**src/rtl/hazard_ctrl.sv**
```systemverilog
// hazard_ctrl: pipeline hazard / flow controller for the 5-stage RISC-V core.
//
// Produces the per-stage load, hold and clear strobes for the pipeline
// registers. Three hazards are resolved, in this priority order:
//   1. data-memory wait   -> freeze ID/EX, EX/MEM and MEM/WB, hold PC and IF/ID
//   2. control flush      -> clear IF/ID and ID/EX, let the PC load the target
//   3. load-use hazard    -> hold PC and IF/ID, insert one bubble into ID/EX
//
// The strobes are combinational from the current inputs and the registered
// state, so they act in the same cycle that the hazard is seen.
//
// Handshake: dmem_req/dmem_ready form a valid/ready pair. An access completes
// in a cycle where both are high; a cycle with dmem_req high and dmem_ready
// low is a memory wait and freezes the back end of the pipeline.
//
// A taken branch seen during a freeze cannot be applied, because IF/ID and
// ID/EX must stay intact. It is remembered in flush_pending and applied in
// the first cycle after the freeze ends.
//
// Optional feature macro: HAZARD_PERF_EN
//   defined   -> stall_cnt / flush_cnt / freeze_cnt count active cycles of
//                the load-use, flush and freeze rules (wrap modulo 2^CNT_W)
//   undefined -> the counter ports are tied to zero and no flops are built
//
// state_dbg exposes the wait FSM (0 = RUN, 1 = MEM_WAIT) for observation.

module hazard_ctrl #(
    parameter int WAIT_TIMEOUT = 64,
    parameter int CNT_W        = 32
) (
    input  logic             CLK,
    input  logic             RESET_N,
    input  logic [4:0]       Rs1_ID,
    input  logic [4:0]       Rs2_ID,
    input  logic             Rs1_used_ID,
    input  logic             Rs2_used_ID,
    input  logic [4:0]       wrin_EX,
    input  logic             MemRead_EX,
    input  logic             branch_taken_EX,
    input  logic             dmem_req,
    input  logic             dmem_ready,
    output logic             PC_WRITE,
    output logic             IFID_WRITE,
    output logic             IFID_CLEAR,
    output logic             IDEX_CLEAR,
    output logic             FREEZE,
    output logic             TIMEOUT_ERR,
    output logic [CNT_W-1:0] stall_cnt,
    output logic [CNT_W-1:0] flush_cnt,
    output logic [CNT_W-1:0] freeze_cnt,
    output logic             state_dbg
);

    localparam int WCNT_W = (WAIT_TIMEOUT < 1) ? 1 : $clog2(WAIT_TIMEOUT + 1);
    localparam logic [WCNT_W-1:0] WAIT_MAX = WCNT_W'(WAIT_TIMEOUT);

    typedef enum logic {
        ST_RUN      = 1'b0,
        ST_MEM_WAIT = 1'b1
    } state_t;

    state_t            state;
    logic              flush_pending;
    logic [WCNT_W-1:0] wait_cnt;
    logic [WCNT_W-1:0] wait_nxt;

    logic mem_stall;
    logic load_use;
    logic flush;
    logic rule_freeze;
    logic rule_flush;
    logic rule_stall;

    // Hazard conditions for the current cycle.
    always_comb begin
        mem_stall = dmem_req & ~dmem_ready;
        load_use  = MemRead_EX & (wrin_EX != 5'd0) &
                    ((Rs1_used_ID & (wrin_EX == Rs1_ID)) |
                     (Rs2_used_ID & (wrin_EX == Rs2_ID)));
        flush     = branch_taken_EX | flush_pending;
        // Exactly one rule (or none) is active; the freeze dominates so that
        // a flush or bubble never disturbs registers that must hold.
        rule_freeze = mem_stall;
        rule_flush  = ~mem_stall & flush;
        rule_stall  = ~mem_stall & ~flush & load_use;
    end

    // Saturating next value of the consecutive-wait counter.
    always_comb begin
        wait_nxt = wait_cnt;
        if (wait_cnt != WAIT_MAX) begin
            wait_nxt = wait_cnt + 1'b1;
        end
    end

    // Pipeline strobes; reset forces both clears so no stale instruction survives.
    always_comb begin
        PC_WRITE   = 1'b1;
        IFID_WRITE = 1'b1;
        IFID_CLEAR = 1'b0;
        IDEX_CLEAR = 1'b0;
        FREEZE     = 1'b0;
        if (!RESET_N) begin
            PC_WRITE   = 1'b0;
            IFID_WRITE = 1'b0;
            IFID_CLEAR = 1'b1;
            IDEX_CLEAR = 1'b1;
        end else if (rule_freeze) begin
            FREEZE     = 1'b1;
            PC_WRITE   = 1'b0;
            IFID_WRITE = 1'b0;
        end else if (rule_flush) begin
            // The instruction in ID is discarded, so any load-use on it is moot.
            IFID_CLEAR = 1'b1;
            IDEX_CLEAR = 1'b1;
        end else if (rule_stall) begin
            PC_WRITE   = 1'b0;
            IFID_WRITE = 1'b0;
            IDEX_CLEAR = 1'b1;
        end
    end

    // Wait FSM, deferred flush, wait counter and sticky timeout flag.
    always_ff @(posedge CLK or negedge RESET_N) begin
        if (!RESET_N) begin
            state         <= ST_RUN;
            flush_pending <= 1'b0;
            wait_cnt      <= '0;
            TIMEOUT_ERR   <= 1'b0;
        end else begin
            case (state)
                ST_RUN:      if (mem_stall)  state <= ST_MEM_WAIT;
                ST_MEM_WAIT: if (!mem_stall) state <= ST_RUN;
                default:                     state <= ST_RUN;
            endcase

            if (mem_stall) begin
                // Remember a branch that resolves while the pipeline is frozen.
                flush_pending <= flush_pending | branch_taken_EX;
                wait_cnt      <= wait_nxt;
                if (wait_nxt == WAIT_MAX) begin
                    TIMEOUT_ERR <= 1'b1;
                end
            end else begin
                // The release cycle applies any pending flush through rule 2.
                flush_pending <= 1'b0;
                wait_cnt      <= '0;
            end
        end
    end

    assign state_dbg = state;

`ifdef HAZARD_PERF_EN
    // Performance counters: one count per cycle in which each rule is active.
    always_ff @(posedge CLK or negedge RESET_N) begin
        if (!RESET_N) begin
            stall_cnt  <= '0;
            flush_cnt  <= '0;
            freeze_cnt <= '0;
        end else begin
            if (rule_stall)  stall_cnt  <= stall_cnt + 1'b1;
            if (rule_flush)  flush_cnt  <= flush_cnt + 1'b1;
            if (rule_freeze) freeze_cnt <= freeze_cnt + 1'b1;
        end
    end
`else
    assign stall_cnt  = '0;
    assign flush_cnt  = '0;
    assign freeze_cnt = '0;
`endif

endmodule

```
**config.mk**
```make
export PLATFORM = sky130hd
export DESIGN_NAME = hazard_ctrl
export DESIGN_NICKNAME = d
export VERILOG_FILES = /design/src/rtl/hazard_ctrl.sv
export SDC_FILE = /design/constraint.sdc
export NUM_CORES = 1
export LEC_CHECK = 0
export BUFFER_PORTS_ARGS = -buffer_cell sky130_fd_sc_hd__buf_2
export CAP_MARGIN = 20
export CORE_MARGIN = 3
export CORE_UTILIZATION = 30
export DETAILED_ROUTE_END_ITERATION = 10
export PLACE_DENSITY = 0.65
export SLEW_MARGIN = 20
export SYNTH_ARGS = -nofsm -noshare
export SYNTH_HDL_FRONTEND = slang
export SYNTH_SLANG_ARGS = --single-unit
```
**constraint.sdc**
```tcl
create_clock -name CLK -period 5.35 [get_ports CLK]
set_clock_uncertainty 0.15 [all_clocks]
set_input_delay 1.07 -clock CLK [delete_from_list [all_inputs] [get_ports CLK]]
set_output_delay 1.07 -clock CLK [all_outputs]
set_load 0.02 [all_outputs]
```
==> results.sh, run 1 <==
export IMPL_drt_total_wl_mm=2.12
export IMPL_dieArea_um2=5460
export IMPL_diodes=0
export IMPL_nets=225
export IMPL_place_inst=247
export IMPL_drive_gt1_share_pct=17.6
export IMPL_yosys_register_bits=10
export IMPL_end_kind="output pin"
export IMPL_final_cells=251
export IMPL_netlist_area_leader_share_pct=52.7
export IMPL_cts_tree="yes"
export IMPL_worstPathCellList="buf_2, or4_1, o211ai_1, o311a_1, buf_2"
export IMPL_hold_violations=0
export IMPL_postRouteAntennaNets=0
export IMPL_firstDrtPassIters=4
export IMPL_htreeDepth=1
export IMPL_wl_per_cell_um=8.45
export IMPL_yosysWarnings=0
export IMPL_setup_viol=0
export IMPL_status="finished clean"
export IMPL_ff2ff_path_depth=5
export IMPL_chipHeight_um=73.9
export IMPL_synth_seq_area_share_pct=18.1
export IMPL_critPathTopFamily="simple AND/OR/NAND/NOR gates"
export IMPL_drt_iter0_markers=9
export IMPL_rsz0062_at_grt="no"
export IMPL_cts_hold_fix_buffers=0
export IMPL_clock_latency_ps=240
export IMPL_p_leak_uw=0.000709
export IMPL_place_gp_congestion=0.820
export IMPL_cp_common_cell="buf_2"
export IMPL_cp_max_fo=3
export IMPL_crit_path_top_delay_cell="or4_1"
export IMPL_irDropWorstVdd_v=0.000103
export IMPL_syn_area_um2=1380
export IMPL_power_density_nw_per_um2=213
export IMPL_drc_errors=0
export IMPL_grt_pass1_vias=651
export IMPL_cts_clk_slew_worst_paths_ps=50
export IMPL_cts_resized=0
export IMPL_min_period_ps=3550
export IMPL_grt_util_all_layers_pct=6.90
export IMPL_rows=24
export IMPL_cts_sinks=10
export IMPL_drv_cap=0
export IMPL_whs_path_depth=1
export IMPL_n_fill_cell=496
export IMPL_cp_data_arrival_time_ps=2330
export IMPL_min_from="TIMEOUT_ERR$_DFFE_PN0P_"
export IMPL_dp_hpwl_mm=1.92
export IMPL_grt_max_degree=14
export IMPL_synth_cell_types=27
export IMPL_fp_dieW_um=73.9
export IMPL_final_cell_area_um2=1280
export IMPL_crit_type="in -> out"
export IMPL_reg2reg_to="TIMEOUT_ERR$_DFFE_PN0P_"
export IMPL_antenna_found_initial=0
export IMPL_synth_area_leaders="buf_4 (53%), dfrtp_1 (18%), xnor2_1 (8.9%)"
export IMPL_fmax_ghz=0.282
export IMPL_vias=858
export IMPL_vias_per_cell=3.42
export IMPL_critPathRequiredTime_ps=4130
export IMPL_syn_to_final_growth_pct=-7.69
export IMPL_io_pins=126
export IMPL_slew_viol_final=0
export IMPL_clk_path_buf_depth=2
export IMPL_placed_cell_area_um2=1220
export IMPL_grt_pass1_wl_mm=2.85
export IMPL_core_area_um2=4410
export IMPL_fin_crit_sh_pct=66.4
export IMPL_r2r_slack_ps=3550
export IMPL_synth_top_cell_by_area="buf_4"
export IMPL_start_util_pct=31.3
export IMPL_fin_setup_tns_ps=0
export IMPL_cts_buffers=3
export IMPL_whs_ps=305
export IMPL_cp_slowest_stage_delay_ps=520
export IMPL_cts_root_buf="clkbuf_8"
export IMPL_r2r_start="wait_cnt[2]$_DFF_PN0_"
export IMPL_cp_start_kind="input port"
export IMPL_crit_buf_inv=2
export IMPL_min_to="TIMEOUT_ERR$_DFFE_PN0P_"
export IMPL_netlist_instances=168
export IMPL_portBuffers=29
export IMPL_hold_class="reg -> reg"
export IMPL_globalRouteOverflowTotal=0
export IMPL_cts_setup_buffers=0
export IMPL_avgSynthCellArea_um2=8.23
[per-stage QoR]
stage / setup slack, ps / total power, µW / util [%]
floorplan: 1880 / 211 / -
global placement: 1840 / 174 / 27.7
detailed placement: 1780 / 175 / 27.7
CTS: 1780 / 275 / 28.9
global route: 1750 / 289 / 28.9
finish: 1800 / 272 / 28.9
[worst max-delay path by stage]
stage	startpoint	cells past startpoint	to	slack, ps
after CTS	wrin_EX[1]	5	PC_WRITE	1780
after global routing	wrin_EX[1]	5	PC_WRITE	1750
after detailed placement	wrin_EX[1]	5	PC_WRITE	1780
after floorplan	wrin_EX[1]	4	PC_WRITE	1880
after global placement	wrin_EX[1]	5	IFID_WRITE	1840
final	wrin_EX[1]	5	PC_WRITE	1800
[report_power, final]
| part | internal, µW | leakage (µW) | switching (µW) |
|---|---|---|---|
| Clock | 64.9 | 0.0000288 | 32.2 |
| Combinational | 16.8 | 0.000544 | 79.1 |
| Sequential | 77.6 | 0.000136 | 1.31 |
| Total | 159 | 0.000709 | 113 |
[metal layers]
metal	vias to the layer above	GRT usage [%]	wire, µm
met2	65	13.1	1200
li1	403	-	-
met5	-	0	0
met4	0	1.81	17
met1	388	6.80	624
met3	2	2.87	282
[cells in the final DEF, fill, tap and decap left out, drive strengths merged]
cell,Yosys,layout
xnor2,14,14
dfrtp,10,10
nor2,11,11
nand2,5,5
clkbuf,0,4
and4b,1,1
ha,2,2
and2,2,2
a21oi,1,1
inv,3,3
buf,97,29
nand3,3,3
or4,1,1
o21ai,1,1
xor2,2,2
o21bai,1,1
nand4,2,2
or2,1,1
conb,1,96
and3,1,1
o22ai,1,1
o311a,1,1
o2111ai,1,1
o211ai,1,1
nand2b,2,2
nor4,1,1
a2111oi,1,1
nor4b,1,1
[flip-flops by register name, summed over array words and instances (netlist names)]
register	flops
TIMEOUT_ERR	1
flush_pending	1
state_dbg	1
wait_cnt	7
[cell type report]
type                            count  area (µm²)  area share [%]
Clock buffer                        4        55.1            4.31
Inverter                            3        11.3           0.882
Multi-Input combinational cell    153         749            58.7
Sequential cell                    10         250            19.6
Tap cell                           52        65.1            5.10
Timing Repair Buffer               29         145            11.4
[cell usage after synthesis]
cell type,number
conb_1,1
o311a_1,1
nand3_1,3
and4b_1,1
xnor2_1,14
o211ai_1,1
inv_1,3
nor4b_1,1
ha_1,2
nand2_1,5
dfrtp_1,10
o22ai_1,1
o2111ai_1,1
buf_4,97
o21ai_0,1
nand2b_1,2
and3_2,1
xor2_1,2
nor4_2,1
a2111oi_0,1
nor2_1,11
or2_1,1
a21oi_1,1
and2_1,2
or4_1,1
o21bai_1,1
nand4_1,2
[cell families (layout without fill, tap and decap cells)]
logic type | Yosys count | in the layout | synth area share, %
simple gates | 31 | 31 | 11.9
buf+inv | 100 | 36 | 53.5
fa+ha+maj | 2 | 2 | 1.81
flops | 10 | 10 | 18.1
xor+xnor | 16 | 16 | 10.1
other cells | 1 | 96 | 0.271
compound gates | 8 | 8 | 4.25
No activity file was read; power rests on OpenSTA's default activity.
==> run 2, diff against run 1 <==
==> constraint.sdc (replaced) <==
create_clock -name CLK -period 3.3 [get_ports CLK]
set_clock_uncertainty 0.15 [all_clocks]
set_input_delay 0.66 -clock CLK [delete_from_list [all_inputs] [get_ports CLK]]
set_output_delay 0.66 -clock CLK [all_outputs]
set_load 0.02 [all_outputs]
==> results.sh, run 2 (synthesis results as in run 1) <==
export IMPL_vias=843
export IMPL_power_share_clock_pct=35.4
export IMPL_htreeDepth=1
export IMPL_start_util_pct=31.3
export IMPL_clk_path_buf_depth=2
export IMPL_firstDrtPassIters=2
export IMPL_drt_total_wl_mm=2.13
export IMPL_r2r_start="wait_cnt[2]$_DFF_PN0_"
export IMPL_cp_data_arrival_time_ps=1950
export IMPL_critPathRequiredTime_ps=2490
export IMPL_cts_resized=0
export IMPL_postRouteAntennaNets=0
export IMPL_drive_gt1_share_pct=18.4
export IMPL_fp_dieW_um=73.9
export IMPL_p_total_uw=441
export IMPL_cp_start_kind="input port"
export IMPL_cts_setup_buffers=0
export IMPL_combinationalPowerShare_pct=35.6
export IMPL_drc_errors=0
export IMPL_core_area_um2=4410
export IMPL_drt_iter0_markers=6
export IMPL_vias_per_cell=3.33
export IMPL_pwr_share_seq_pct=29.0
export IMPL_grt_pass1_wl_mm=2.99
export IMPL_cts_hold_fix_buffers=0
export IMPL_p_sw_uw=181
export IMPL_cts_clk_slew_worst_paths_ps=50
export IMPL_end_kind="output pin"
export IMPL_crit_type="in -> out"
export IMPL_dieArea_um2=5460
export IMPL_slew_viol_final=0
export IMPL_final_common_cell="conb_1"
export IMPL_p_leak_uw=0.000718
export IMPL_antenna_found_initial=0
export IMPL_whs_ps=214
export IMPL_n_fill_cell=511
export IMPL_hold_violations=0
export IMPL_nets=227
export IMPL_setup_viol=0
export IMPL_chipHeight_um=73.9
export IMPL_grt_max_degree=13
export IMPL_hold_class="in -> async"
export IMPL_layout_cells_most_common_list="conb_1 (96), buf_2 (29), xnor2_1 (14)"
export IMPL_cts_sinks=10
export IMPL_cp_max_fo=3
export IMPL_diodes=0
export IMPL_irDropWorstVdd_v=0.000162
export IMPL_regMostFlops="wait_cnt"
export IMPL_placed_cell_area_um2=1240
export IMPL_globalRouteOverflowTotal=0
export IMPL_dp_hpwl_mm=1.94
export IMPL_place_inst=249
export IMPL_grt_util_all_layers_pct=7.61
export IMPL_rsz0062_at_grt="no"
export IMPL_power_density_nw_per_um2=342
export IMPL_grt_pass1_vias=629
export IMPL_fin_setup_tns_ps=0
export IMPL_syn_to_final_growth_pct=-6.61
export IMPL_wl_per_cell_um=8.40
export IMPL_p_int_uw=260
export IMPL_clock_latency_ps=240
export IMPL_status="finished clean"
export IMPL_io_pins=126
export IMPL_fin_crit_sh_pct=83.7
export IMPL_final_cells=253
export IMPL_final_cell_area_um2=1290
export IMPL_drv_cap=0
export IMPL_largest_reg_flops=7
export IMPL_cts_buffers=3
export IMPL_min_period_ps=2760
export IMPL_swShare_pct=41.1
export IMPL_cts_root_buf="clkbuf_8"
export IMPL_place_gp_congestion=0.816
export IMPL_critPathLaunch="wrin_EX[1]"
export IMPL_fmax_ghz=0.362
export IMPL_cts_tree="yes"
export IMPL_portBuffers=29
export IMPL_rows=24
-- run 2: cell count changes in the layout (fill, tap and decap cells not counted), sizes merged --
cell and change:
buf +2
-- run 2: metal layers --
metal / wire [µm] / vias to the layer above / GRT usage [%]
met2: 1130 / 65 / 12.6
met4: 36 / 0 / 3.62
li1: - / 411 / -
met3: 301 / 5 / 3.69
met5: 0 / - / 0
met1: 660 / 362 / 8.05
-- run 2: area by class of cell --
cell class | count | area [µm²] | area share, %
clock buffers | 4 | 55.1 | 4.26
inverters | 3 | 11.3 | 0.872
flip-flops and latches | 10 | 250 | 19.4
repair buffers | 31 | 160 | 12.4
multi-input cells | 153 | 749 | 58.0
well taps | 52 | 65.1 | 5.04
-- run 2: worst max-delay path, cell delays in order --
cell and delay (ps):
buf_2 120, or4_1 530, o211ai_1 260, o311a_1 210
buf_2 170
-- run 2: worst paths after layout --
path	to	slack, ps	cells past startpoint
worst min register to register	TIMEOUT_ERR$_DFFE_PN0P_	310	1
worst max register to register	TIMEOUT_ERR$_DFFE_PN0P_	1510	5
worst min-delay path	wait_cnt[3]$_DFF_PN0_	210	2
min in group CLK	TIMEOUT_ERR$_DFFE_PN0P_	310	1
max in group asynchronous	TIMEOUT_ERR$_DFFE_PN0P_	2630	2
worst max-delay path	PC_WRITE	540	5
-- run 2: power groups by stage --
| stage | sequential, µW | combinational, µW | clock, µW |
|---|---|---|---|
| 6_report | 128 | 157 | 156 |
| 5_1_grt | 129 | 172 | 170 |
| 4_1_cts | 128 | 156 | 163 |
| 3_5_place_dp | 130 | 156 | 0 |
| 3_3_place_gp | 130 | 154 | 0 |
| 2_1_floorplan | 131 | 211 | 0 |
-- run 2: per-stage QoR --
| stage | util (%) | worst slack (ps) |
|---|---|---|
| finish | 29.3 | 536 |
| global route | 29.3 | 480 |
| CTS | 29.3 | 524 |
| detailed placement | 28.0 | 526 |
| global placement | 28.0 | 606 |
| floorplan | - | 646 |
==> run 3, diff against run 2 <==
--- a/config.mk
+++ b/config.mk
@@ -5,12 +5,13 @@
 export SDC_FILE = /design/constraint.sdc
 export NUM_CORES = 1
 export LEC_CHECK = 0
+export ABC_AREA = 1
 export BUFFER_PORTS_ARGS = -buffer_cell sky130_fd_sc_hd__buf_2
 export CAP_MARGIN = 20
 export CORE_MARGIN = 3
 export CORE_UTILIZATION = 30
 export DETAILED_ROUTE_END_ITERATION = 10
-export PLACE_DENSITY = 0.65
+export PLACE_DENSITY = 0.63
 export SLEW_MARGIN = 20
 export SYNTH_ARGS = -nofsm -noshare
 export SYNTH_HDL_FRONTEND = slang
==> constraint.sdc (replaced) <==
create_clock -name CLK -period 2.7 [get_ports CLK]
set_clock_uncertainty 0.15 [all_clocks]
set_input_delay 0.54 -clock CLK [delete_from_list [all_inputs] [get_ports CLK]]
set_output_delay 0.54 -clock CLK [all_outputs]
set_load 0.02 [all_outputs]
==> results.sh, run 3 <==
export IMPL_cts_resized=0
export IMPL_avgSynthCellArea_um2=6.52
export IMPL_status="finished clean"
export IMPL_vias=1093
export IMPL_slew_viol_final=0
export IMPL_fin_crit_sh_pct=83.2
export IMPL_clk_path_buf_depth=2
export IMPL_layout_cells_most_common_list="conb_1 (96), nand2_1 (46), buf_2 (29)"
export IMPL_postRouteAntennaNets=0
export IMPL_yosys_register_bits=10
export IMPL_grt_max_degree=15
export IMPL_portBuffers=29
export IMPL_synth_area_leaders="buf_4 (49%), dfrtp_1 (17%), nand2_1 (12%)"
export IMPL_min_period_ps=2250
export IMPL_final_common_cell="conb_1"
export IMPL_drive_gt1_share_pct=13.1
export IMPL_dieArea_um2=5890
export IMPL_rows=25
export IMPL_cp_common_cell="buf_2"
export IMPL_globalRouteOverflowTotal=0
export IMPL_synth_top_cell_by_area="buf_4"
export IMPL_crit_type="in -> out"
export IMPL_grt_pass1_vias=793
export IMPL_largest_reg_flops=7
export IMPL_worstPathCellList="buf_2, or2_2, nand3_1, nor2_1, a21oi_1, buf_2"
export IMPL_yosysMostFrequentCell="buf_4"
export IMPL_cts_root_buf="clkbuf_8"
export IMPL_syn_area_um2=1500
export IMPL_wl_per_cell_um=7.52
export IMPL_async_flop_share_pct=100
export IMPL_synth_seq_area_share_pct=16.7
export IMPL_core_area_um2=4790
export IMPL_yosysWarnings=0
export IMPL_drt_iter0_markers=24
export IMPL_regMostFlops="wait_cnt"
export IMPL_chipHeight_um=76.7
export IMPL_place_gp_congestion=0.818
export IMPL_cts_hold_fix_buffers=0
export IMPL_critPathRequiredTime_ps=2010
export IMPL_hold_class="in -> async"
export IMPL_fmax_ghz=0.445
export IMPL_clock_latency_ps=240
export IMPL_vias_per_cell=3.34
export IMPL_antenna_found_initial=0
export IMPL_crit_path_top_delay_cell="or2_2"
export IMPL_whs_ps=21.6
export IMPL_cp_slowest_stage_delay_ps=400
export IMPL_drv_cap=0
export IMPL_rsz0062_at_grt="no"
export IMPL_grt_util_all_layers_pct=7.55
export IMPL_power_density_nw_per_um2=385
export IMPL_cts_buffers=3
export IMPL_syn_to_final_growth_pct=-6.34
export IMPL_ys_flop_type="dfrtp_1"
export IMPL_grt_pass1_wl_mm=3.51
export IMPL_cp_max_fo=13
export IMPL_synth_edf_count=0
export IMPL_cp_start_kind="input port"
export IMPL_fp_dieW_um=76.7
export IMPL_setup_viol=0
export IMPL_htreeDepth=1
export IMPL_cts_sinks=10
export IMPL_cts_clk_slew_worst_paths_ps=50
export IMPL_end_kind="output pin"
export IMPL_diodes=0
export IMPL_cts_setup_buffers=0
export IMPL_fin_setup_tns_ps=0
export IMPL_dp_hpwl_mm=2.16
export IMPL_final_core_util_pct=29.4
export IMPL_critPathTopFamily="simple AND/OR/NAND/NOR gates"
export IMPL_netlist_instances=230
export IMPL_drc_errors=0
export IMPL_cts_tree="yes"
export IMPL_synth_cell_types=16
export IMPL_netlist_area_leader_share_pct=49.0
export IMPL_crit_buf_inv=2
export IMPL_cp_data_arrival_time_ps=1560
export IMPL_p_leak_uw=0.000926
export IMPL_drt_total_wl_mm=2.46
export IMPL_firstDrtPassIters=4
export IMPL_irDropWorstVdd_v=0.000210
export IMPL_nets=286
export IMPL_io_pins=126
export IMPL_hold_violations=0
export IMPL_synthTopCellsByCount="buf_4 (98), nand2_1 (46), inv_1 (26), nor2_1 (26)"
export IMPL_start_util_pct=31.3
export IMPL_n_fill_cell=541
## run 3: cell types whose count changed in the layout (fill, tap and decap cells not counted), sizes merged, moves of 2 or more
cell / previous run / this run
nand2: 5 / 46
inv: 3 / 26
nor2: 11 / 26
xnor2: 14 / 0
nand3: 3 / 10
buf: 31 / 29
nand2b: 2 / 0
## run 3: routing by layer
layer | vias up | track usage [%] | share of wire [%] | routed length [µm]
met5 | - | 0 | 0 | 0
li1 | 553 | - | - | -
met3 | 5 | 1.88 | 14 | 342
met4 | 0 | 4.35 | 2.0 | 48
met1 | 464 | 7.98 | 34 | 843
met2 | 71 | 13.5 | 50 | 1220
## run 3: area by class of cell
class | instances | area, µm² | area share (%)
multi-input cells | 191 | 773 | 55.0
flip-flops and latches | 10 | 250 | 17.8
repair buffers | 29 | 145 | 10.3
inverters | 26 | 97.6 | 6.95
well taps | 67 | 83.8 | 5.97
clock buffers | 4 | 55.1 | 3.92
## run 3: final timing paths
| kind | from | endpoint | slack, ps | depth (start not counted) |
|---|---|---|---|---|
| setup / recovery | dmem_ready | IFID_WRITE | 450 | 6 |
| hold / removal | RESET_N | wait_cnt[1]$_DFF_PN0_ | 20 | 1 |
| setup reg to reg | wait_cnt[0]$_DFF_PN0_ | TIMEOUT_ERR$_DFFE_PN0P_ | 1210 | 10 |
| hold reg to reg | TIMEOUT_ERR$_DFFE_PN0P_ | TIMEOUT_ERR$_DFFE_PN0P_ | 320 | 2 |
| max in group asynchronous | RESET_N | wait_cnt[6]$_DFF_PN0_ | 2160 | 1 |
| min in group CLK | TIMEOUT_ERR$_DFFE_PN0P_ | TIMEOUT_ERR$_DFFE_PN0P_ | 320 | 2 |
## run 3: power breakdown
group	internal [µW]	switching [µW]	leakage [µW]
Clock	129	64.3	0.0000288
Combinational	29.9	163	0.000766
Sequential	153	2.44	0.000132
## run 3: cells by family after synthesis
logic type | Yosys count | synth area share [%]
and+or+nand+nor | 88 | 23.8
other | 1 | 0.250
buffers and inverters | 124 | 55.5
adders and majority gates | 2 | 1.67
DFF | 10 | 16.7
xor gates and xnor gates | 1 | 0.584
AOI/OAI and AO/OA | 4 | 1.50
## run 3: through the flow
| stage | cell area, µm² | setup WS, ps | power [µW] | std cells |
|---|---|---|---|---|
| 6_report | 1410 | 453 | 542 | 327 |
| 2_1_floorplan | 1860 | 400 | 423 | 325 |
| 3_5_place_dp | 1350 | 435 | 348 | 323 |
| 5_1_grt | 1410 | 319 | 572 | 327 |
| 3_3_place_gp | 1350 | 450 | 347 | 323 |
| 4_1_cts | 1410 | 431 | 542 | 327 |
## run 3: worst register-to-register path, stage by stage (launching register included)
cell	delay, ps
dfrtp_1	420
ha_1	240
nand2_1	70
inv_1	70
nand2_1	60
nor2_1	90
nand2_1	50
nand2_1	80
nor2_1	40
nand2_1	60
nand2_1	50
